File: src/rtl/mem_access_stage.sv
// MEM-stage data-memory access unit: issues a req/ack transaction for loads and
// stores, aligns/extends load data into RD and stalls the upstream pipeline
// until the access completes (or errors out).
module mem_access_stage #(
  parameter int TIMEOUT = 16
) (
  input  logic        clk,
  input  logic        rst,
  input  logic        mem_read,
  input  logic        mem_write,
  input  logic [1:0]  size,
  input  logic        ld_unsigned,
  input  logic [31:0] ADDR,
  input  logic [31:0] WD,
  output logic [31:0] RD,
  output logic        stall,
  output logic        align_err,
  output logic        bus_err,
  output logic        mem_req,
  output logic        mem_we,
  output logic [31:0] mem_addr,
  output logic [31:0] mem_wdata,
  output logic [3:0]  mem_be,
  input  logic [31:0] mem_rdata,
  input  logic        mem_ack
);

  // state | meaning
  // IDLE  | waiting for a load/store from EX_MEM
  // REQ   | bus request outstanding, waiting for mem_ack or timeout
  // DONE  | access finished; MEM_WB captures RD, pipeline advances
  typedef enum logic [1:0] {IDLE, REQ, DONE} state_t;

  localparam int CW = (TIMEOUT > 1) ? $clog2(TIMEOUT) : 1;

  state_t      state_q, state_d;
  logic [CW-1:0] cnt_q, cnt_d;
  logic        req_q, req_d, we_q, we_d;
  logic [31:0] addr_q, addr_d, wdata_q, wdata_d, rd_q, rd_d;
  logic [3:0]  be_q, be_d;
  logic [1:0]  size_q, size_d, off_q, off_d;
  logic        uns_q, uns_d, aerr_q, aerr_d, berr_q, berr_d;

  logic        access, misaligned, timeout_hit;
  logic [3:0]  be_new;
  logic [31:0] wdata_new, lane, ld_ext;

  assign access      = mem_read | mem_write;
  assign timeout_hit = (TIMEOUT != 0) && (cnt_q == CW'(TIMEOUT - 1));

  // Lane enables, replicated store data and alignment check for the incoming access.
  always_comb begin
    be_new     = 4'b1111;
    wdata_new  = WD;
    misaligned = 1'b0;
    case (size)
      2'b00: begin
        be_new    = 4'b0001 << ADDR[1:0];
        wdata_new = {4{WD[7:0]}};
      end
      2'b01: begin
        be_new     = ADDR[1] ? 4'b1100 : 4'b0011;
        wdata_new  = {2{WD[15:0]}};
        misaligned = ADDR[0];
      end
      default: misaligned = |ADDR[1:0];
    endcase
  end

  // Shift the addressed lane down and extend it to 32 bits.
  always_comb begin
    lane = mem_rdata >> {off_q, 3'b000};
    case (size_q)
      2'b00:   ld_ext = uns_q ? {24'd0, lane[7:0]}  : {{24{lane[7]}}, lane[7:0]};
      2'b01:   ld_ext = uns_q ? {16'd0, lane[15:0]} : {{16{lane[15]}}, lane[15:0]};
      default: ld_ext = lane;
    endcase
  end

  // Next-state logic, stall generation and bus register updates.
  always_comb begin
    state_d = state_q;
    cnt_d   = cnt_q;
    req_d   = req_q;
    we_d    = we_q;
    addr_d  = addr_q;
    wdata_d = wdata_q;
    be_d    = be_q;
    size_d  = size_q;
    off_d   = off_q;
    uns_d   = uns_q;
    rd_d    = rd_q;
    aerr_d  = 1'b0;
    berr_d  = 1'b0;
    stall   = 1'b0;
    case (state_q)
      IDLE: begin
        if (access) begin
          stall = 1'b1;
          if (misaligned) begin
            state_d = DONE;
            aerr_d  = 1'b1;
          end else begin
            state_d = REQ;
            req_d   = 1'b1;
            we_d    = mem_write;
            addr_d  = {ADDR[31:2], 2'b00};
            wdata_d = wdata_new;
            be_d    = be_new;
            size_d  = size;
            off_d   = ADDR[1:0];
            uns_d   = ld_unsigned;
            cnt_d   = '0;
          end
        end
      end
      REQ: begin
        stall = 1'b1;
        if (mem_ack) begin
          state_d = DONE;
          req_d   = 1'b0;
          if (!we_q) rd_d = ld_ext;
        end else if (timeout_hit) begin
          state_d = DONE;
          req_d   = 1'b0;
          berr_d  = 1'b1;
          rd_d    = '0;
        end else begin
          cnt_d = cnt_q + 1'b1;
        end
      end
      DONE:    state_d = IDLE;
      default: state_d = IDLE;
    endcase
  end

  // State and output registers with synchronous reset.
  always_ff @(posedge clk) begin
    if (rst) begin
      state_q <= IDLE;
      cnt_q   <= '0;
      req_q   <= 1'b0;
      we_q    <= 1'b0;
      addr_q  <= '0;
      wdata_q <= '0;
      be_q    <= '0;
      size_q  <= '0;
      off_q   <= '0;
      uns_q   <= 1'b0;
      rd_q    <= '0;
      aerr_q  <= 1'b0;
      berr_q  <= 1'b0;
    end else begin
      state_q <= state_d;
      cnt_q   <= cnt_d;
      req_q   <= req_d;
      we_q    <= we_d;
      addr_q  <= addr_d;
      wdata_q <= wdata_d;
      be_q    <= be_d;
      size_q  <= size_d;
      off_q   <= off_d;
      uns_q   <= uns_d;
      rd_q    <= rd_d;
      aerr_q  <= aerr_d;
      berr_q  <= berr_d;
    end
  end

  assign RD        = rd_q;
  assign align_err = aerr_q;
  assign bus_err   = berr_q;
  assign mem_req   = req_q;
  assign mem_we    = we_q;
  assign mem_addr  = addr_q;
  assign mem_wdata = wdata_q;
  assign mem_be    = be_q;

endmodule

File: config.mk
export PLATFORM = sky130hd
export DESIGN_NAME = mem_access_stage
export DESIGN_NICKNAME = d
export VERILOG_FILES = /design/src/rtl/mem_access_stage.sv
export SDC_FILE = /design/constraint.sdc
export NUM_CORES = 1
export LEC_CHECK = 0
export CORE_UTILIZATION = 43
export CTS_CLUSTER_DIAMETER = 200
export DETAILED_ROUTE_END_ITERATION = 10
export PLACE_DENSITY_LB_ADDON = 0.05
export SLEW_MARGIN = 10
export SYNTH_ARGS = -nofsm -noshare
export SYNTH_HDL_FRONTEND = slang
export SYNTH_SLANG_ARGS = --single-unit
File: constraint.sdc
create_clock -name clk -period 2.3 [get_ports clk]
set_input_delay 0.46 -clock clk [delete_from_list [all_inputs] [get_ports clk]]
set_output_delay 0.46 -clock clk [all_outputs]
set_load 0.01 [all_outputs]
==> impl_metrics.env <==
export IMPL_slowest_delay_ns=0.53
export IMPL_timing_worst_setup_path_type="in -> out"
export IMPL_post_cts_hold_buffer_count=0
export IMPL_async_flop_share=0
export IMPL_cts_resized_gates=0
export IMPL_critPathRequiredTime_ns=1.84
export IMPL_synth_largest_area_cell="sky130_fd_sc_hd__dfxtp_1"
export IMPL_syn_area_sq_um=4940
export IMPL_chipHeight_microns=109
export IMPL_die_width_microns=109
export IMPL_setup_repair_after_global_routing_missed_its_margin="false"
export IMPL_maxCapViolCount=0
export IMPL_cts_tree="yes"
export IMPL_grtUsageMet3=0.0885
export IMPL_report_final_slew_viol_count=0
export IMPL_dieArea_sq_um=11900
export IMPL_place_area_sq_um=7090
export IMPL_post_layout_net_count=873
export IMPL_worstSetupEndpointType="primary output"
export IMPL_clock_skew_ns=0.00841
export IMPL_irDropWorstVdd_mv=0.500
export IMPL_area_growth_synth_to_final_pct=55.7
export IMPL_clkLatencyLatePin_ns=0.40
export IMPL_synthDominantCellAreaShare=0.458
export IMPL_final_hold_violation_count=0
export IMPL_firstDrtPassIters=5
export IMPL_design_core_area_sq_um=11000
export IMPL_globalRouteMet2Util=0.422
export IMPL_timing_critical_path_arrival_ns=1.67
export IMPL_post_route_worst_setup_slack_ns=0.174
export IMPL_critPathTopFamily="buffers and inverters"
export IMPL_setup_viol_count_final=0
export IMPL_crit_path_launch_type="primary input"
export IMPL_buffers_plus_inverters_on_the_worst_setup_path=2
export IMPL_io_buffers=206
export IMPL_synth_avg_cell_area_sq_um=8.66
export IMPL_cts_setup_buffers=0
export IMPL_wl_per_cell_microns=16.2
export IMPL_largest_net_degree_at_the_start_of_global_routing=48
export IMPL_routed_wire_length_microns=14900
export IMPL_placement_setup_worst_slack_ns=-0.0280
export IMPL_finalWorstPathRequiredPeriod_ns=2.13
export IMPL_drc=0
export IMPL_synth_sequential_area_ratio=0.458
export IMPL_final_layout_size_suffix_gt1_frac=0.0781
export IMPL_ys_warnings_count=0
export IMPL_timing_max_slew_rel_slack=0.439
export IMPL_grt_busiest_layer="met2"
export IMPL_min_from="rst"
export IMPL_dp_final_hpwl_microns=10700
export IMPL_cts_root_buffer="sky130_fd_sc_hd__clkbuf_16"
export IMPL_global_route_overflow=0
export IMPL_timing_critical_path_slowest_stage_cell="sky130_fd_sc_hd__clkdlybuf4s50_1"
export IMPL_synth_top_cells_by_area="sky130_fd_sc_hd__dfxtp_1 (46%), sky130_fd_sc_hd__nand2_1 (9.3%), sky130_fd_sc_hd__a21oi_1 (6.8%)"
export IMPL_crit_path_frequent_cell="sky130_fd_sc_hd__clkdlybuf4s50_1"
export IMPL_dr_first_iter_drc_count=300
export IMPL_yosys_most_used_dff="sky130_fd_sc_hd__dfxtp_1"
export IMPL_vias_in_the_first_global_route=4783
export IMPL_diodes=0
export IMPL_ioPinCount=209
export IMPL_report_power_total_mw=5.96
export IMPL_max_slew_worst_pin_slew_ns=0.837
export IMPL_gp_congestion=0.837
export IMPL_post_drt_antenna_nets=0
export IMPL_initial_utilization=0.448
export IMPL_status="finished clean"
export IMPL_clk_path_buf_depth=2
export IMPL_vias_per_instance=5.31
export IMPL_antenna_found_initial=1
export IMPL_power_per_cell_area_nw_per_um2=774
export IMPL_synth_enable_flop_cells=0
export IMPL_synth_seq_cells=113
export IMPL_synth_cells=571
export IMPL_tritoncts_num_buffers=17
export IMPL_finished_cell_area_sq_um=7700
export IMPL_fp_row_count=38
export IMPL_critical_path_cell_chain="clkdlybuf4s50_1 -> nor3_1 -> nor2_1 -> clkdlybuf4s50_1"
export IMPL_worstSetupStartpoint="mem_write"
export IMPL_leakage_nw=2.90
export IMPL_cts_h_tree_depth=4
export IMPL_max_clock_freq_mhz=470
export IMPL_number_of_unique_standard_cell_types_used_by_synthesis=51
export IMPL_global_route_wire_length_before_repair_microns=23400
export IMPL_post_cts_clock_slew_at_the_launch_and_capture_registers_of_the_worst_setup_and_hold_paths_ns=0.05
export IMPL_globalRouteMet1Util=0.308
export IMPL_r2r_start="off_q[1]"
export IMPL_detailroute_via_count=4887
export IMPL_worstPathMaxFanout=3
export IMPL_period_share=0.924
export IMPL_grt_util_all_layers=0.256
export IMPL_tritoncts_num_sinks=113
export IMPL_final_hold_worst_slack_ns=0.402
export IMPL_min_delay_path_class="in -> reg"
[path summary, 6_finish.rpt]
check / to / cells past startpoint / slack, ns
setup / recovery: stall / 4 / 0.17
hold / removal: align_err / 4 / 0.40
setup reg to reg: RD[31] / 4 / 0.43
hold reg to reg: mem_addr[23] / 2 / 0.45
[Yosys cell counts, types with 2 or more instances]
cell type                   count
sky130_fd_sc_hd__nand2_1      123
sky130_fd_sc_hd__dfxtp_1      113
sky130_fd_sc_hd__a21oi_1       67
sky130_fd_sc_hd__nor2_1        44
sky130_fd_sc_hd__mux2i_1       32
sky130_fd_sc_hd__clkbuf_1      19
sky130_fd_sc_hd__o21ai_0       18
sky130_fd_sc_hd__buf_2         17
sky130_fd_sc_hd__a211o_1       15
sky130_fd_sc_hd__nand3b_1      11
sky130_fd_sc_hd__a211oi_1      10
sky130_fd_sc_hd__a311oi_1      10
sky130_fd_sc_hd__nor2b_1        9
sky130_fd_sc_hd__a221o_1        8
sky130_fd_sc_hd__o211ai_1       8
sky130_fd_sc_hd__o2bb2ai_1      8
sky130_fd_sc_hd__a32oi_1        7
sky130_fd_sc_hd__buf_4          6
sky130_fd_sc_hd__nand3_1        5
sky130_fd_sc_hd__buf_6          4
sky130_fd_sc_hd__nor3_1         4
sky130_fd_sc_hd__a31oi_1        2
sky130_fd_sc_hd__nand2b_1       2
sky130_fd_sc_hd__nand4b_1       2
[layout by cell type (no fill, tap or decap), types with 7 or more instances in the layout]
cell type                         netlist  routed
sky130_fd_sc_hd__buf_4                  6      16
sky130_fd_sc_hd__a32oi_1                7       7
sky130_fd_sc_hd__nand3b_1              11      11
sky130_fd_sc_hd__o2bb2ai_1              8       8
sky130_fd_sc_hd__o211ai_1               8       8
sky130_fd_sc_hd__a211o_1               15      15
sky130_fd_sc_hd__nor2_1                44      44
sky130_fd_sc_hd__nand2_1              123     123
sky130_fd_sc_hd__o21ai_0               18      18
sky130_fd_sc_hd__a311oi_1              10      10
sky130_fd_sc_hd__a221o_1                8       8
sky130_fd_sc_hd__a21oi_1               67      67
sky130_fd_sc_hd__clkdlybuf4s50_1        0     205
sky130_fd_sc_hd__mux2i_1               32      32
sky130_fd_sc_hd__nor2b_1                9       9
sky130_fd_sc_hd__clkbuf_16              0      17
sky130_fd_sc_hd__dfxtp_1              113     113
sky130_fd_sc_hd__a211oi_1              10      10
[metrics by stage]
stage | util | setup TNS, ns | std cells
6_report | 0.698 | 0 | 921
5_1_grt | 0.698 | 0 | 921
4_1_cts | 0.698 | 0 | 921
3_5_place_dp | 0.643 | -0.163 | 889
3_3_place_gp | 0.643 | -0.0529 | 889
2_1_floorplan | - | 0 | 572
[layer usage]
metal / wire length (microns) / share of wire
met2: 7180 / 0.48
met3: 1260 / 0.085
met5: 0 / 0
met1: 6320 / 0.42
met4: 184 / 0.012
[registers in the layout (all words and copies together) (netlist names), 2 cells and up]
register,flops
state_q,2
mem_addr,30
size_q,2
RD,32
mem_wdata,32
off_q,2
mem_be,4
cnt_q,4
[worst reg2reg max path, cell delays in order, from the launching register on]
cell and delay (ns):
sky130_fd_sc_hd__dfxtp_1 0.48, sky130_fd_sc_hd__mux4_2 0.36, sky130_fd_sc_hd__nor2_4 0.05, sky130_fd_sc_hd__nor4b_4 0.71
sky130_fd_sc_hd__a221o_1 0.21
[layout make-up]
| class | instances | area (sq um) |
|---|---|---|
| inverters | 2 | 7.51 |
| clock buffers | 21 | 440 |
| well taps | 140 | 175 |
| repair buffers | 225 | 2240 |
| flip-flops and latches | 113 | 2260 |
| multi-input cells | 409 | 2410 |
| fillers | 915 | 3330 |
| clock inverters | 11 | 163 |
[report_power, final]
part           internal (mW)  switching [mW]
combinational          0.578           0.515
sequential              2.10          0.0820
clock                   1.80           0.886
total                   4.48            1.48
[cell families after synthesis]
family	after synthesis	share of synthesized area
AND/OR/NAND/NOR	213	0.200
adder cells (fa/ha/maj)	1	0.00253
buffers and inverters	50	0.0552
AO/OA/AOI/OAI	160	0.214
multiplexers	33	0.0694
flip-flops	113	0.458
other	1	0.000759
Power figures use the tool's default switching activity.
